File: src/rtl/matrix_mult_seq.sv
// Sequential N x N matrix multiplier: one multiply-accumulate per cycle.
// Computes C = A*B, or C = C_prev + A*B in accumulate mode, and presents
// the finished matrix on c_flat in a single atomic update.
module matrix_mult_seq #(
    parameter int DW       = 32,
    parameter int N        = 4,
    parameter int OUT_HOLD = 10
) (
    input  logic              clk,
    input  logic              rst,
    input  logic              start,
    input  logic              acc_mode,
    input  logic [N*N*DW-1:0] a_flat,
    input  logic [N*N*DW-1:0] b_flat,
    output logic [N*N*DW-1:0] c_flat,
    output logic              busy,
    output logic              done
);

    localparam logic [1:0] S_IDLE = 2'd0;
    localparam logic [1:0] S_MAC  = 2'd1;
    localparam logic [1:0] S_DONE = 2'd2;

    localparam int IW = (N > 1) ? $clog2(N) : 1;
    // A sum of up to eight 2*DW-bit products fits in 2*DW+3 bits; one spare bit.
    localparam int AW = 2 * DW + 4;
    localparam logic [IW-1:0] IMAX = IW'(N - 1);

    logic [1:0]        state_q, state_d;
    logic [IW-1:0]     i_q, i_d, j_q, j_d, k_q, k_d;
    logic [AW-1:0]     acc_q, acc_d;
    logic [7:0]        hold_q, hold_d;
    logic              mode_q, mode_d;
    logic [N*N*DW-1:0] c_q, c_d;
    logic [N*N*DW-1:0] res_q, res_d;
    logic [N*N*DW-1:0] a_q, b_q;
    logic              capture;

    logic [DW-1:0] a_elem, b_elem, cprev_elem, elem;
    logic [AW-1:0] prod, sum;
    logic          last_k, last_all;

    // Operand selection; c_q is untouched during MAC, so it still holds C_prev.
    assign a_elem     = a_q[(int'(i_q) * N + int'(k_q)) * DW +: DW];
    assign b_elem     = b_q[(int'(k_q) * N + int'(j_q)) * DW +: DW];
    assign cprev_elem = c_q[(int'(i_q) * N + int'(j_q)) * DW +: DW];
    assign prod       = AW'(a_elem) * AW'(b_elem);
    assign sum        = acc_q + prod;
    // Only the low DW bits are stored, so the C_prev add can be done at DW width.
    assign elem       = DW'(sum) + (mode_q ? cprev_elem : '0);
    assign last_k     = (k_q == IMAX);
    assign last_all   = last_k && (j_q == IMAX) && (i_q == IMAX);

    // Next-state logic for the FSM, indices, accumulator and result buffers.
    always_comb begin
        // NOTE: every variable gets a default first so no path can infer a latch.
        state_d = state_q;
        i_d     = i_q;
        j_d     = j_q;
        k_d     = k_q;
        acc_d   = acc_q;
        hold_d  = hold_q;
        mode_d  = mode_q;
        c_d     = c_q;
        res_d   = res_q;
        capture = 1'b0;

        if (state_q == S_MAC && last_k) begin
            res_d[(int'(i_q) * N + int'(j_q)) * DW +: DW] = elem;
        end

        case (state_q)
            S_IDLE: begin
                if (start) begin
                    capture = 1'b1;
                    mode_d  = acc_mode;
                    i_d     = '0;
                    j_d     = '0;
                    k_d     = '0;
                    acc_d   = '0;
                    state_d = S_MAC;
                end
            end
            S_MAC: begin
                if (last_k) begin
                    acc_d = '0;
                    k_d   = '0;
                    if (j_q == IMAX) begin
                        j_d = '0;
                        i_d = (i_q == IMAX) ? '0 : i_q + 1'b1;
                    end else begin
                        j_d = j_q + 1'b1;
                    end
                end else begin
                    acc_d = sum;
                    k_d   = k_q + 1'b1;
                end
                if (last_all) begin
                    c_d     = res_d;
                    hold_d  = 8'(OUT_HOLD - 1);
                    state_d = S_DONE;
                end
            end
            S_DONE: begin
                if (hold_q == 8'd0) begin
                    state_d = S_IDLE;
                end else begin
                    hold_d = hold_q - 8'd1;
                end
            end
            default: state_d = S_IDLE;
        endcase
    end

    // Control state and the visible result register, synchronously reset.
    always_ff @(posedge clk) begin
        // NOTE: non-blocking assignments keep every register sampling pre-edge values.
        if (rst) begin
            state_q <= S_IDLE;
            i_q     <= '0;
            j_q     <= '0;
            k_q     <= '0;
            acc_q   <= '0;
            hold_q  <= '0;
            mode_q  <= 1'b0;
            c_q     <= '0;
        end else begin
            state_q <= state_d;
            i_q     <= i_d;
            j_q     <= j_d;
            k_q     <= k_d;
            acc_q   <= acc_d;
            hold_q  <= hold_d;
            mode_q  <= mode_d;
            c_q     <= c_d;
        end
    end

    // Operand and partial-result storage.
    always_ff @(posedge clk) begin
        // NOTE: these wide arrays are not reset; operands are recaptured on every
        // start and each result element is rewritten before it can reach c_flat.
        if (capture) begin
            a_q <= a_flat;
            b_q <= b_flat;
        end
        res_q <= res_d;
    end

    assign c_flat = c_q;
    assign busy   = (state_q != S_IDLE);
    assign done   = (state_q == S_DONE);

endmodule

File: config.mk
export PLATFORM = sky130hd
export DESIGN_NAME = matrix_mult_seq
export DESIGN_NICKNAME = d
export VERILOG_FILES = /design/src/rtl/matrix_mult_seq.sv
export SDC_FILE = /design/constraint.sdc
export NUM_CORES = 2
export LEC_CHECK = 0
export CAP_MARGIN = 20
export CORE_AREA = 2 2 608 610
export CTS_BUF_LIST = sky130_fd_sc_hd__clkbuf_4 sky130_fd_sc_hd__clkbuf_8 sky130_fd_sc_hd__clkbuf_16
export DETAILED_ROUTE_END_ITERATION = 8
export DIE_AREA = 0 0 610 612
export GPL_ROUTABILITY_DRIVEN = 0
export PLACE_DENSITY = 0.58
export SLEW_MARGIN = 5
export SYNTH_ARGS = -nofsm -noshare
export SYNTH_HDL_FRONTEND = slang
export SYNTH_SLANG_ARGS = --single-unit
File: constraint.sdc
create_clock -name clk -period 52.4 [get_ports clk]
set_clock_uncertainty 0.15 [all_clocks]
set_input_delay 7.86 -clock clk [delete_from_list [all_inputs] [get_ports clk]]
set_output_delay 7.86 -clock clk [all_outputs]
set_load 0.005 [all_outputs]
==> qor.csv <==
stage,metric,value,unit
outcome,status,completed,
grt,first-pass GRT wire length,604000,µm
sta,Final setup violation count,0,
yosys,largest area contributor in the netlist,edfxtp_1,
floorplan,initial core utilization,26.3,%
yosys,Synth Cell Area,0.0967,mm²
setup_path,Worst path slowest cell,dfxtp_4,
grt,GRT Overall Usage,23.6,%
yosys,YS warnings,0,
detailed_routing,routed vias,73900,
setup_path,Worst Setup End Kind,flop,
yosys,Syn Area/Cell,11.7,µm²
setup_path,CP max stage delay,0.73,ns
sta,Final Max Tran Viols,0,
sta,Worst-Margin Slew,1.28,ns
yosys,library cells used by synthesis,88,
yosys,Area contributors post-synth,"edfxtp_1, dfxtp_1, mux4_2, fa_1, nand2_1",
job,Max-cap violations,0,
clock_tree,Clock Tree Buf Depth,4,
hold_path,hold path start,res_q[428]$_DFF_P_,
setup_path,"CP delay by family, top",adder cells,
setup_path,length in cells of the worst reg-to-reg path,38,
yosys,Mapped Cells,8245,
setup_path,Worst EP arrival,13.58,ns
place,dpl cell area,0.117,mm²
clock_tree,Post-CTS Setup Repair Bufs,0,
final_layout,Filler cells,36600,
clock_tree,clk slew on worst S/H paths,0.08,ns
floorplan,Die Span X,610,µm
yosys,synthesized flop and latch total,2097,
final_layout,final cell count without fillers,14800,
detailed_routing,1st-iter DRT viols,9661,
sta,min cycle time layout,13.07,ns
place,Buffers on Ports,1541,
sta,Max Fclk,76.5,MHz
setup_path,reg2reg start,k_q[0]$_SDFFE_PP0P_,
final_layout,final net count,11300,
yosys,share of the synthesized area in the top cell type,31.8,%
setup_path,"most used cell, CP",fa_1,
clock_tree,CTS H-Tree Depth,4,
clock_tree,# resized after CTS,0,
detailed_routing,Post-DRT Antenna Nets,0,
yosys,ys flop type,dfxtp_1,
floorplan,num rows,223,
hold_path,hold depth,2,
grt,vias in the first global route,69400,
sta,RSZ-0062 raised after global routing,false,
floorplan,die area,0.373,mm²
setup_path,CP Max Fanout,60,
grt,pin count of the biggest net entering global routing,187,
setup_path,crit path kind,reg -> reg,
setup_path,CP Buf/Inv Count,8,
detailed_routing,wire per inst,31.1,µm
yosys,Synth async-reset ratio,0,%
sta,Slew headroom,14.8,%
setup_path,worst endpoint required time,52.92,ns
yosys,post-synthesis sequential area ratio,54.0,%
detailed_routing,DR vias/cell,5.00,
setup_path,CP Launch Type,flop,
hold_path,min-delay worst type,reg -> reg,
clock_tree,"Clk Latency, worst-skew pair",0.97,ns
sta,Setup TNS,0,ns
clock_tree,hold-fix buffers at CTS,0,
hold_path,WHS Endpoint,c_flat[428]$_SDFFE_PP0P_,
final_layout,Area growth syn-to-layout,29.8,%
sta,"Hold Vio Cnt, Final",0,
yosys,number of flops mapped to enable cells by yosys,1024,
floorplan,Ports,1542,
place,Post-DP HPWL,357000,µm
detailed_routing,Initial DRT Pass Iterations,6,
grt,GRT overflow,0,
grt,initial antenna violation count,119,
clock_tree,Root Buffer,clkbuf_16,
place,Inst Count DP,14300,
clock_tree,Inserted Clock Buffers,230,
detailed_routing,drt drc,0,
detailed_routing,Detailed Route WL,459000,µm
final_layout,final instance area,0.125,mm²
floorplan,core area,0.367,mm²
sta,Tcrit/Tclk final,24.9,%
clock_tree,clock sink total,2097,
setup_path,reg2reg end,c_flat[58]$_SDFFE_PP0P_,
yosys,synthesized net count,9875,
clock_tree,CTS tree,yes,
floorplan,chip height,612,µm
final_layout,share of layout cells above drive strength 1,11.0,%
setup_path,R2R setup slack,39.33,ns
-- flip-flops by register name (all words and copies together), names as in the netlist --
register,cells
j_q,2
i_q,2
mode_q,1
hold_q,8
state_q,2
k_q,2
b_q,512
a_q,512
c_flat,512
res_q,512
acc_q,32
-- logic make-up after synthesis --
group	synth area share (%)
adders and majority gates	11.2
muxes	10.2
buffers and inverters	4.47
xor gates and xnor gates	1.10
AOI/OAI and AO/OA	7.55
and+or+nand+nor	11.5
DFF	54.0
-- worst min-delay path, cell delays in order, from the launching register on --
cell      delay [ns]
dfxtp_1         0.30
nand2_1         0.07
a311oi_1        0.09
-- cell type report --
class	count	area, µm²	area share [%]
clock buffer	297	6390	5.09
sequential	2097	52300	41.6
tap	4837	6050	4.82
timing repair buffer	1684	16700	13.3
multi-input combinational	5091	40400	32.2
antenna	94	235	0.187
inverter	558	2100	1.67
clock inverter	114	1380	1.10
-- how the worst max path moves through the flow --
stage,startpoint,endpoint,slack [ns],depth (start not counted)
finish,k_q[0]$_SDFFE_PP0P_,c_flat[58]$_SDFFE_PP0P_,39.33,38
global route,k_q[0]$_SDFFE_PP0P_,c_flat[95]$_SDFFE_PP0P_,38.70,40
floorplan,start,mode_q$_SDFFE_PP0P_,17.00,4
detailed placement,k_q[0]$_SDFFE_PP0P_,c_flat[314]$_SDFFE_PP0P_,39.33,38
global placement,start,b_q[96]$_DFFE_PP_,39.39,7
CTS,k_q[0]$_SDFFE_PP0P_,c_flat[58]$_SDFFE_PP0P_,39.27,38
-- through the flow --
step           setup WS [ns]  utilization (%)  hold WS, ns
5_1_grt                38.70             34.1        0.233
3_3_place_gp           39.39             32.0        0.270
2_1_floorplan          17.00                -        0.261
6_report               39.33             34.2        0.216
3_5_place_dp           39.33             32.0        0.275
4_1_cts                39.27             34.1        0.231
-- routing by layer --
| layer | part of all wire, % | GRT usage [%] | wire [µm] |
|---|---|---|---|
| met1 | 37 | 28.4 | 170000 |
| met2 | 46 | 37.3 | 211000 |
| met3 | 12 | 8.96 | 53700 |
| met4 | 5.2 | 10.9 | 23900 |
| met5 | 0.14 | 0.633 | 623 |
-- synth_stat cells (all sizes together), types with 47 or more instances --
| master | count |
|---|---|
| nand2 | 1648 |
| dfxtp | 1073 |
| edfxtp | 1024 |
| nor2 | 675 |
| inv | 555 |
| fa | 439 |
| mux4 | 417 |
| o21ai | 405 |
| clkbuf | 360 |
| a21oi | 353 |
| ha | 163 |
| buf | 136 |
| nor3 | 123 |
| xnor2 | 84 |
| nand3 | 80 |
| a22oi | 70 |
| a311oi | 66 |
| o21a | 60 |
| nand2b | 58 |
| and2 | 55 |
| o31ai | 47 |
-- cells in the final DEF (no fill, tap or decap), types with 46 or more instances in the layout --
master	Yosys	layout
xnor2_1	84	81
a22oi_1	66	66
inv_1	554	553
clkbuf_4	0	46
nor3_1	123	121
clkbuf_16	0	230
clkdlybuf4s50_1	0	1540
nand3_1	76	74
fa_1	439	439
a311oi_1	59	59
and2_1	54	53
nand2_1	1642	1627
buf_4	17	129
edfxtp_1	1024	1024
nand2b_1	58	58
mux4_2	415	415
o21a_1	60	60
nor2_1	674	664
diode_2	0	94
ha_1	163	162
a21oi_1	353	352
o21ai_0	393	389
dfxtp_1	1073	1067
Power is left out: the tool's default activity adds up to more than one toggle a clock period on the data nets, which glitch-free logic cannot reach.
